File: config.mk
export PLATFORM = sky130hd
export DESIGN_NAME = param_packet_parser
export DESIGN_NICKNAME = d
export VERILOG_FILES = /design/src/rtl/parser_pkg.sv /design/src/rtl/parser_out_reg.sv /design/src/rtl/param_packet_parser.sv
export SDC_FILE = /design/constraint.sdc
export NUM_CORES = 1
export LEC_CHECK = 0
export CAP_MARGIN = 20
export CORE_MARGIN = 2
export CORE_UTILIZATION = 53
export CTS_CLUSTER_DIAMETER = 80
export DETAILED_ROUTE_END_ITERATION = 10
export PLACE_DENSITY_LB_ADDON = 0.08
export SLEW_MARGIN = 20
export SYNTH_ARGS = -nofsm -noshare
export SYNTH_HDL_FRONTEND = slang
export SYNTH_HIERARCHICAL = 1
export SYNTH_SLANG_ARGS = --single-unit
File: constraint.sdc
create_clock -name clk -period 2.64 [get_ports clk]
set_clock_uncertainty 0.15 [all_clocks]
set_input_delay 0.528 -clock clk [delete_from_list [all_inputs] [get_ports clk]]
set_output_delay 0.528 -clock clk [all_outputs]
set_load 0.05 [all_outputs]
File: src/rtl/parser_pkg.sv
// Shared types and constants for the parametrised packet parser.
//   parser_state_t : parser FSM states (ETH header, IP header, TCP header, payload)
//   DEF_*_WORDS    : default header lengths in stream words
//   hdr_bits()     : width in bits of a header made of `words` words of `width` bits
package parser_pkg;

  typedef enum logic [1:0] {
    S_ETH,
    S_IP,
    S_TCP,
    S_PAYLOAD
  } parser_state_t;

  localparam int DEF_ETH_WORDS = 4;
  localparam int DEF_IP_WORDS  = 5;
  localparam int DEF_TCP_WORDS = 5;

  function automatic int hdr_bits(input int words, input int width);
    return words * width;
  endfunction

endpackage

File: src/rtl/parser_out_reg.sv
// Single-entry valid/ready payload register carrying a last bit.
//   clk, rst        : clock, asynchronous active-low reset
//   load            : accept data/last this cycle (only asserted when space is high)
//   data, last      : incoming payload word and its end-of-packet flag
//   space           : register can take a word this cycle (empty, or draining now)
//   data_out, valid_out, last_out, ready_out : downstream valid/ready stream
module parser_out_reg
  import parser_pkg::*;
#(
  parameter int WIDTH = 32
) (
  input  logic             clk,
  input  logic             rst,
  input  logic             load,
  input  logic [WIDTH-1:0] data,
  input  logic             last,
  output logic             space,
  output logic [WIDTH-1:0] data_out,
  output logic             valid_out,
  output logic             last_out,
  input  logic             ready_out
);

  // A word may be loaded while the held word drains in the same cycle,
  // which keeps a continuously ready sink at one word per cycle.
  assign space = !valid_out || ready_out;

  always_ff @(posedge clk or negedge rst) begin
    if (!rst) begin
      data_out  <= '0;
      valid_out <= 1'b0;
      last_out  <= 1'b0;
    end else if (load) begin
      data_out  <= data;
      last_out  <= last;
      valid_out <= 1'b1;
    end else if (ready_out) begin
      valid_out <= 1'b0;
    end
  end

endmodule

File: src/rtl/param_packet_parser.sv
// Parametrised Ethernet/IP/TCP stream parser.
// Consumes a WIDTH-bit word stream (first word of each header ends up in the
// MSBs), commits the three headers to stable parallel registers once the last
// TCP word arrives, and forwards the payload through a single-entry register.
//
// Handshake: a word moves on any rising edge where its valid and ready are
// both high; valid never depends on ready, and a raised valid with its data
// is held unchanged until the transfer happens.
//
// Ports:
//   clk, rst                      : clock, asynchronous active-low reset
//   data_in, valid_in, last_in    : upstream word stream (last_in marks packet end)
//   ready_in                      : parser accepts data_in this cycle
//   data_out, valid_out, last_out : payload stream to the DMA-side FIFO
//   ready_out                     : downstream ready
//   eth_hdr, ip_hdr, tcp_hdr      : committed headers
//   hdr_valid                     : one-cycle pulse after a header commit
//   err_runt                      : one-cycle pulse after a packet ended inside its headers
//   pkt_cnt, runt_cnt             : good / runt packet counters (wrap)
//   state                         : current FSM state, for observation
//
// Build option: define PARSER_STATS_EN to enable pkt_cnt/runt_cnt; otherwise
// both counters are tied to zero.
module param_packet_parser
  import parser_pkg::*;
#(
  parameter int WIDTH     = 32,
  parameter int ETH_WORDS = DEF_ETH_WORDS,
  parameter int IP_WORDS  = DEF_IP_WORDS,
  parameter int TCP_WORDS = DEF_TCP_WORDS,
  parameter int CNT_W     = 16
) (
  input  logic                           clk,
  input  logic                           rst,
  input  logic [WIDTH-1:0]               data_in,
  input  logic                           valid_in,
  input  logic                           last_in,
  output logic                           ready_in,
  output logic [WIDTH-1:0]               data_out,
  output logic                           valid_out,
  output logic                           last_out,
  input  logic                           ready_out,
  output logic [ETH_WORDS*WIDTH-1:0]     eth_hdr,
  output logic [IP_WORDS*WIDTH-1:0]      ip_hdr,
  output logic [TCP_WORDS*WIDTH-1:0]     tcp_hdr,
  output logic                           hdr_valid,
  output logic                           err_runt,
  output logic [CNT_W-1:0]               pkt_cnt,
  output logic [CNT_W-1:0]               runt_cnt,
  output parser_state_t                  state
);

  localparam int ETH_BITS  = hdr_bits(ETH_WORDS, WIDTH);
  localparam int IP_BITS   = hdr_bits(IP_WORDS, WIDTH);
  localparam int TCP_BITS  = hdr_bits(TCP_WORDS, WIDTH);
  localparam int MAX_WORDS = (ETH_WORDS > IP_WORDS) ?
                             ((ETH_WORDS > TCP_WORDS) ? ETH_WORDS : TCP_WORDS) :
                             ((IP_WORDS > TCP_WORDS) ? IP_WORDS : TCP_WORDS);
  localparam int CW        = $clog2(MAX_WORDS + 1);

  parser_state_t  state_q, state_d;
  logic [CW-1:0]  cnt_q, cnt_d;

  logic [ETH_BITS-1:0] eth_stage, eth_shift;
  logic [IP_BITS-1:0]  ip_stage, ip_shift;
  logic [TCP_BITS-1:0] tcp_stage, tcp_shift;

  logic shift_eth, shift_ip, shift_tcp;
  logic commit, runt, load, space;

  // Left shift with the new word entering the LSBs; the cast drops the
  // oldest word once the register is full.
  assign eth_shift = ETH_BITS'({eth_stage, data_in});
  assign ip_shift  = IP_BITS'({ip_stage, data_in});
  assign tcp_shift = TCP_BITS'({tcp_stage, data_in});

  assign state = state_q;

  always_comb begin
    state_d   = state_q;
    cnt_d     = cnt_q;
    ready_in  = 1'b0;
    shift_eth = 1'b0;
    shift_ip  = 1'b0;
    shift_tcp = 1'b0;
    commit    = 1'b0;
    runt      = 1'b0;
    load      = 1'b0;
    case (state_q)
      S_ETH: begin
        ready_in = 1'b1;
        if (valid_in) begin
          shift_eth = 1'b1;
          if (last_in) begin
            runt  = 1'b1;
            cnt_d = '0;
          end else if (cnt_q == CW'(ETH_WORDS - 1)) begin
            cnt_d   = '0;
            state_d = S_IP;
          end else begin
            cnt_d = cnt_q + CW'(1);
          end
        end
      end
      S_IP: begin
        ready_in = 1'b1;
        if (valid_in) begin
          shift_ip = 1'b1;
          if (last_in) begin
            runt    = 1'b1;
            cnt_d   = '0;
            state_d = S_ETH;
          end else if (cnt_q == CW'(IP_WORDS - 1)) begin
            cnt_d   = '0;
            state_d = S_TCP;
          end else begin
            cnt_d = cnt_q + CW'(1);
          end
        end
      end
      S_TCP: begin
        ready_in = 1'b1;
        if (valid_in) begin
          shift_tcp = 1'b1;
          if (cnt_q == CW'(TCP_WORDS - 1)) begin
            // Final header word: commit; last here means a zero-payload packet.
            commit  = 1'b1;
            cnt_d   = '0;
            state_d = last_in ? S_ETH : S_PAYLOAD;
          end else if (last_in) begin
            runt    = 1'b1;
            cnt_d   = '0;
            state_d = S_ETH;
          end else begin
            cnt_d = cnt_q + CW'(1);
          end
        end
      end
      S_PAYLOAD: begin
        ready_in = space;
        if (valid_in && space) begin
          load = 1'b1;
          if (last_in) begin
            state_d = S_ETH;
          end
        end
      end
      default: begin
        state_d = S_ETH;
        cnt_d   = '0;
      end
    endcase
  end

  always_ff @(posedge clk or negedge rst) begin
    if (!rst) begin
      state_q   <= S_ETH;
      cnt_q     <= '0;
      eth_stage <= '0;
      ip_stage  <= '0;
      tcp_stage <= '0;
      eth_hdr   <= '0;
      ip_hdr    <= '0;
      tcp_hdr   <= '0;
      hdr_valid <= 1'b0;
      err_runt  <= 1'b0;
    end else begin
      state_q   <= state_d;
      cnt_q     <= cnt_d;
      hdr_valid <= commit;
      err_runt  <= runt;
      if (shift_eth) eth_stage <= eth_shift;
      if (shift_ip)  ip_stage  <= ip_shift;
      if (shift_tcp) tcp_stage <= tcp_shift;
      // The final TCP word is still on data_in, so take the shifted value.
      if (commit) begin
        eth_hdr <= eth_stage;
        ip_hdr  <= ip_stage;
        tcp_hdr <= tcp_shift;
      end
    end
  end

  parser_out_reg #(.WIDTH(WIDTH)) u_out_reg (
    .clk       (clk),
    .rst       (rst),
    .load      (load),
    .data      (data_in),
    .last      (last_in),
    .space     (space),
    .data_out  (data_out),
    .valid_out (valid_out),
    .last_out  (last_out),
    .ready_out (ready_out)
  );

`ifdef PARSER_STATS_EN
  logic [CNT_W-1:0] pkt_q, runt_q;

  always_ff @(posedge clk or negedge rst) begin
    if (!rst) begin
      pkt_q  <= '0;
      runt_q <= '0;
    end else begin
      if (commit) pkt_q  <= pkt_q + CNT_W'(1);
      if (runt)   runt_q <= runt_q + CNT_W'(1);
    end
  end

  assign pkt_cnt  = pkt_q;
  assign runt_cnt = runt_q;
`else
  assign pkt_cnt  = '0;
  assign runt_cnt = '0;
`endif

endmodule

==> results_dict.tcl <==
set metrics [dict create \
    final_net_count 3516 \
    postSynthCellCount 2939 \
    final_core_utilization 0.6831 \
    finalWorstPathRequiredPeriod_ps 2578 \
    total_power_mw 40.87 \
    status "completed" \
    drv_slew 0 \
    routed_wl_mm 90.15 \
    worst_path_max_delay_cell "sky130_fd_sc_hd__clkdlybuf4s50_1" \
    grt_pass1_vias 23480 \
    clockBufferDepth 3 \
    drt-pass1-iter-count 6 \
    pwr_per_cell_area_nw_per_um2 931.5 \
    final_cell_count_no_fill 4398 \
    top_level_ports 556 \
    fraction_of_final_layout_cells_with_drive_strength_greater_than_1 0.1898 \
    place.port_buffers 523 \
    cts.sinks 905 \
    dpl.hpwl_mm 61.15 \
    gr-total-overflow 0 \
    first_pass_grt_wire_length_mm 137.9 \
    critPathKind "flip-flop to output port" \
    post-cts-setup-buffers 0 \
    grtUsageTotal 0.2703 \
    post-synth-top-area-cell "sky130_fd_sc_hd__dfrtp_1" \
    cp_cell_sequence "clkdlybuf4s50_1" \
    totalNegativeSetupSlack_ps 0 \
    fin_crit_sh 0.9766 \
    dieArea_um2 66870 \
    grt_antenna_before_repair 7 \
    dp.cells 4230 \
    drv_cap 0 \
    mean_number_of_vias_per_cell 5.194 \
    finalWorstSetupSlack_ps 61.89 \
    total_leakage_power_nw 22.19 \
    hold_slack_ps 309.7 \
    ys.flop_type "sky130_fd_sc_hd__dfrtp_1" \
    synth_area_leaders "sky130_fd_sc_hd__dfrtp_1 (66%), sky130_fd_sc_hd__nand2_1 (15%), sky130_fd_sc_hd__mux2_2 (14%)" \
    share_of_async_settable_or_async_resettable_flops_after_synthesis 1.000 \
    cts_inserted_buffers 91 \
    post_synth_edffs 0 \
    worst-endpoint-required_ps 1960 \
    h-tree-depth 3 \
    worst-slew-pin-transition_ps 702.7 \
    critPathCaptureType "output port" \
    floorplan.die.width_um 258.6 \
    worst_setup_path_start_kind "flip-flop" \
    clock_tree_from_tritoncts "done" \
    hold_viol 0 \
    drt.antenna.violating_nets 0 \
    starting_utilization_of_the_core_area 0.5348 \
    biggest_cell_delay_along_the_critical_path_ps 840 \
    worst_path_buffer_plus_inverter_count 1 \
    via_count 22840 \
    synth_area_per_cell_um2 11.69 \
    wire_per_inst_um 20.50 \
    die_h_um 258.6 \
    design_area_um2 43880 \
    clock.fmax_ghz 0.3879 \
    timing.slew.headroom 0.5301 \
    rsz0062_at_grt "false" \
    yosys.area.top_type_share 0.6592 \
    crit_arrival_ps 1900 \
    core_box_area_um2 64230 \
    crit_fanout 2 \
    synth.yosys.warnings 6 \
    synth.lib_cells_used.distinct 34 \
    core.rowCount 93 \
    synth.cell_area_um2 34350 \
    placed_cell_area_um2 40660 \
    drt-initial-drc-count 1643 \
    setup-violations-final 0 \
    clk_pin_slew_ps 60 \
    clock_latency_ps 620 \
    worst_hold_path_type "flip-flop to flip-flop" \
    maximum_number_of_pins_on_one_net_before_global_route_repair 140 \
    path_delay_family "buffers and inverters" \
    ys_seq_elements 905 \
    place_congestion 0.8340 \
    remaining_drc_errors 0 \
    vdd_drop_max_mv 0.5091 \
    areaGrowthSynthToFinish_pct 27.72 \
    fraction_of_the_yosys_area_taken_by_sequential_cells 0.6592 \
    placement.setup.worst_slack_ps -111.3 \
    cts_root_buf "sky130_fd_sc_hd__clkbuf_16" \
]
path summary, 6_finish.rpt:
check,startpoint,end,slack [ps],depth (start not counted)
min,tcp_stage[127]$_DFFE_PN0P_,tcp_hdr[159]$_DFFE_PN0P_,310,2
min in group asynchronous,rst,eth_hdr[67]$_DFFE_PN0P_,340,2
max in group asynchronous,rst,tcp_hdr[56]$_DFFE_PN0P_,1010,4
max reg2reg,state[0]$_DFFE_PN0P_,ip_hdr[35]$_DFFE_PN0P_,160,7
max,ip_hdr[21]$_DFFE_PN0P_,ip_hdr[21],60,1
min reg2reg,tcp_stage[127]$_DFFE_PN0P_,tcp_hdr[159]$_DFFE_PN0P_,310,2
power breakdown:
| group | switching, mW | internal (mW) | total [mW] |
|---|---|---|---|
| Clock | 5.33 | 8.16 | 13.5 |
| Combinational | 4.09 | 3.96 | 8.05 |
| Sequential | 2.43 | 16.9 | 19.3 |
cell usage in the layout, fill, tap and decap left out, types with 2 or more instances in the layout:
master	instances
sky130_fd_sc_hd__clkbuf_16	96
sky130_fd_sc_hd__buf_4	30
sky130_fd_sc_hd__conb_1	32
sky130_fd_sc_hd__clkinv_4	2
sky130_fd_sc_hd__clkdlybuf4s50_1	511
sky130_fd_sc_hd__nor2b_1	3
sky130_fd_sc_hd__clkinv_2	14
sky130_fd_sc_hd__clkbuf_8	22
sky130_fd_sc_hd__nand2_1	1351
sky130_fd_sc_hd__nand2b_1	3
sky130_fd_sc_hd__dlygate4sd2_1	4
sky130_fd_sc_hd__nor3_1	3
sky130_fd_sc_hd__clkbuf_1	16
sky130_fd_sc_hd__clkinvlp_4	4
sky130_fd_sc_hd__diode_2	2
sky130_fd_sc_hd__nand2_4	3
sky130_fd_sc_hd__dlymetal6s2s_1	4
sky130_fd_sc_hd__ha_1	9
sky130_fd_sc_hd__a21oi_1	2
sky130_fd_sc_hd__dfrtp_1	905
sky130_fd_sc_hd__a211oi_1	2
sky130_fd_sc_hd__mux2_4	29
sky130_fd_sc_hd__o21bai_1	2
sky130_fd_sc_hd__o21ai_0	3
sky130_fd_sc_hd__buf_12	35
sky130_fd_sc_hd__mux2_2	420
sky130_fd_sc_hd__buf_16	2
sky130_fd_sc_hd__inv_1	7
sky130_fd_sc_hd__bufinv_16	10
cell usage after synthesis, drive strengths merged (2+ instances only):
| cell | count |
|---|---|
| nand2b | 3 |
| o21ai | 3 |
| ha | 9 |
| buf | 174 |
| nor2b | 3 |
| a21oi | 2 |
| nor3 | 3 |
| mux2 | 449 |
| o21bai | 2 |
| clkbuf | 8 |
| a211oi | 2 |
| dfrtp | 905 |
| nand2 | 1354 |
| inv | 8 |
per-layer routing:
layer  track usage  up-vias  wire length (um)
li1              -    10380                 -
met1        0.3521    11650             36980
met2        0.4390      658             43680
met3       0.06485      157              6080
met4        0.1103        0              3407
met5             0        -                 0
cell families after synthesis:
family          count (synthesis)  share of synthesized area
simple gates                 1371                     0.1511
compound gates                 14                   0.002841
buf+inv                       190                    0.03307
other cells                     1                  0.0001092
flops                         905                     0.6592
mux                           449                     0.1503
fa+ha+maj                       9                   0.003278
sequential cells by signal, indices dropped and copies added (netlist names):
register             cells
eth_stage              128
hdr_valid                1
u_out_reg/data_out      32
tcp_hdr                160
state                    2
ip_stage               160
ip_hdr                 160
tcp_stage              128
cnt_q                    3
u_out_reg/last_out       1
err_runt                 1
u_out_reg/valid_out      1
eth_hdr                128
area by class of cell:
cell class	instances	area, um^2
sequential	905	22650
inverter	8	37.54
clock inverter	31	426.7
antenna	2	5.005
multi-input combinational	1875	10720
clock buffer	133	2740
fill	4732	20350
tap	855	1070
timing repair buffer	589	6231
what timing repair did:
action / 4_1_cts / 5_1_grt
pin swaps: 0 / 0
resized for setup: 4 / 5
setup endpoints to repair: 4 / 124
gates cloned: 0 / 1
hold buffers: 1 / 0
hold endpoints to repair: 39 / 0
Note: power is estimated with default switching activity, not from simulation.
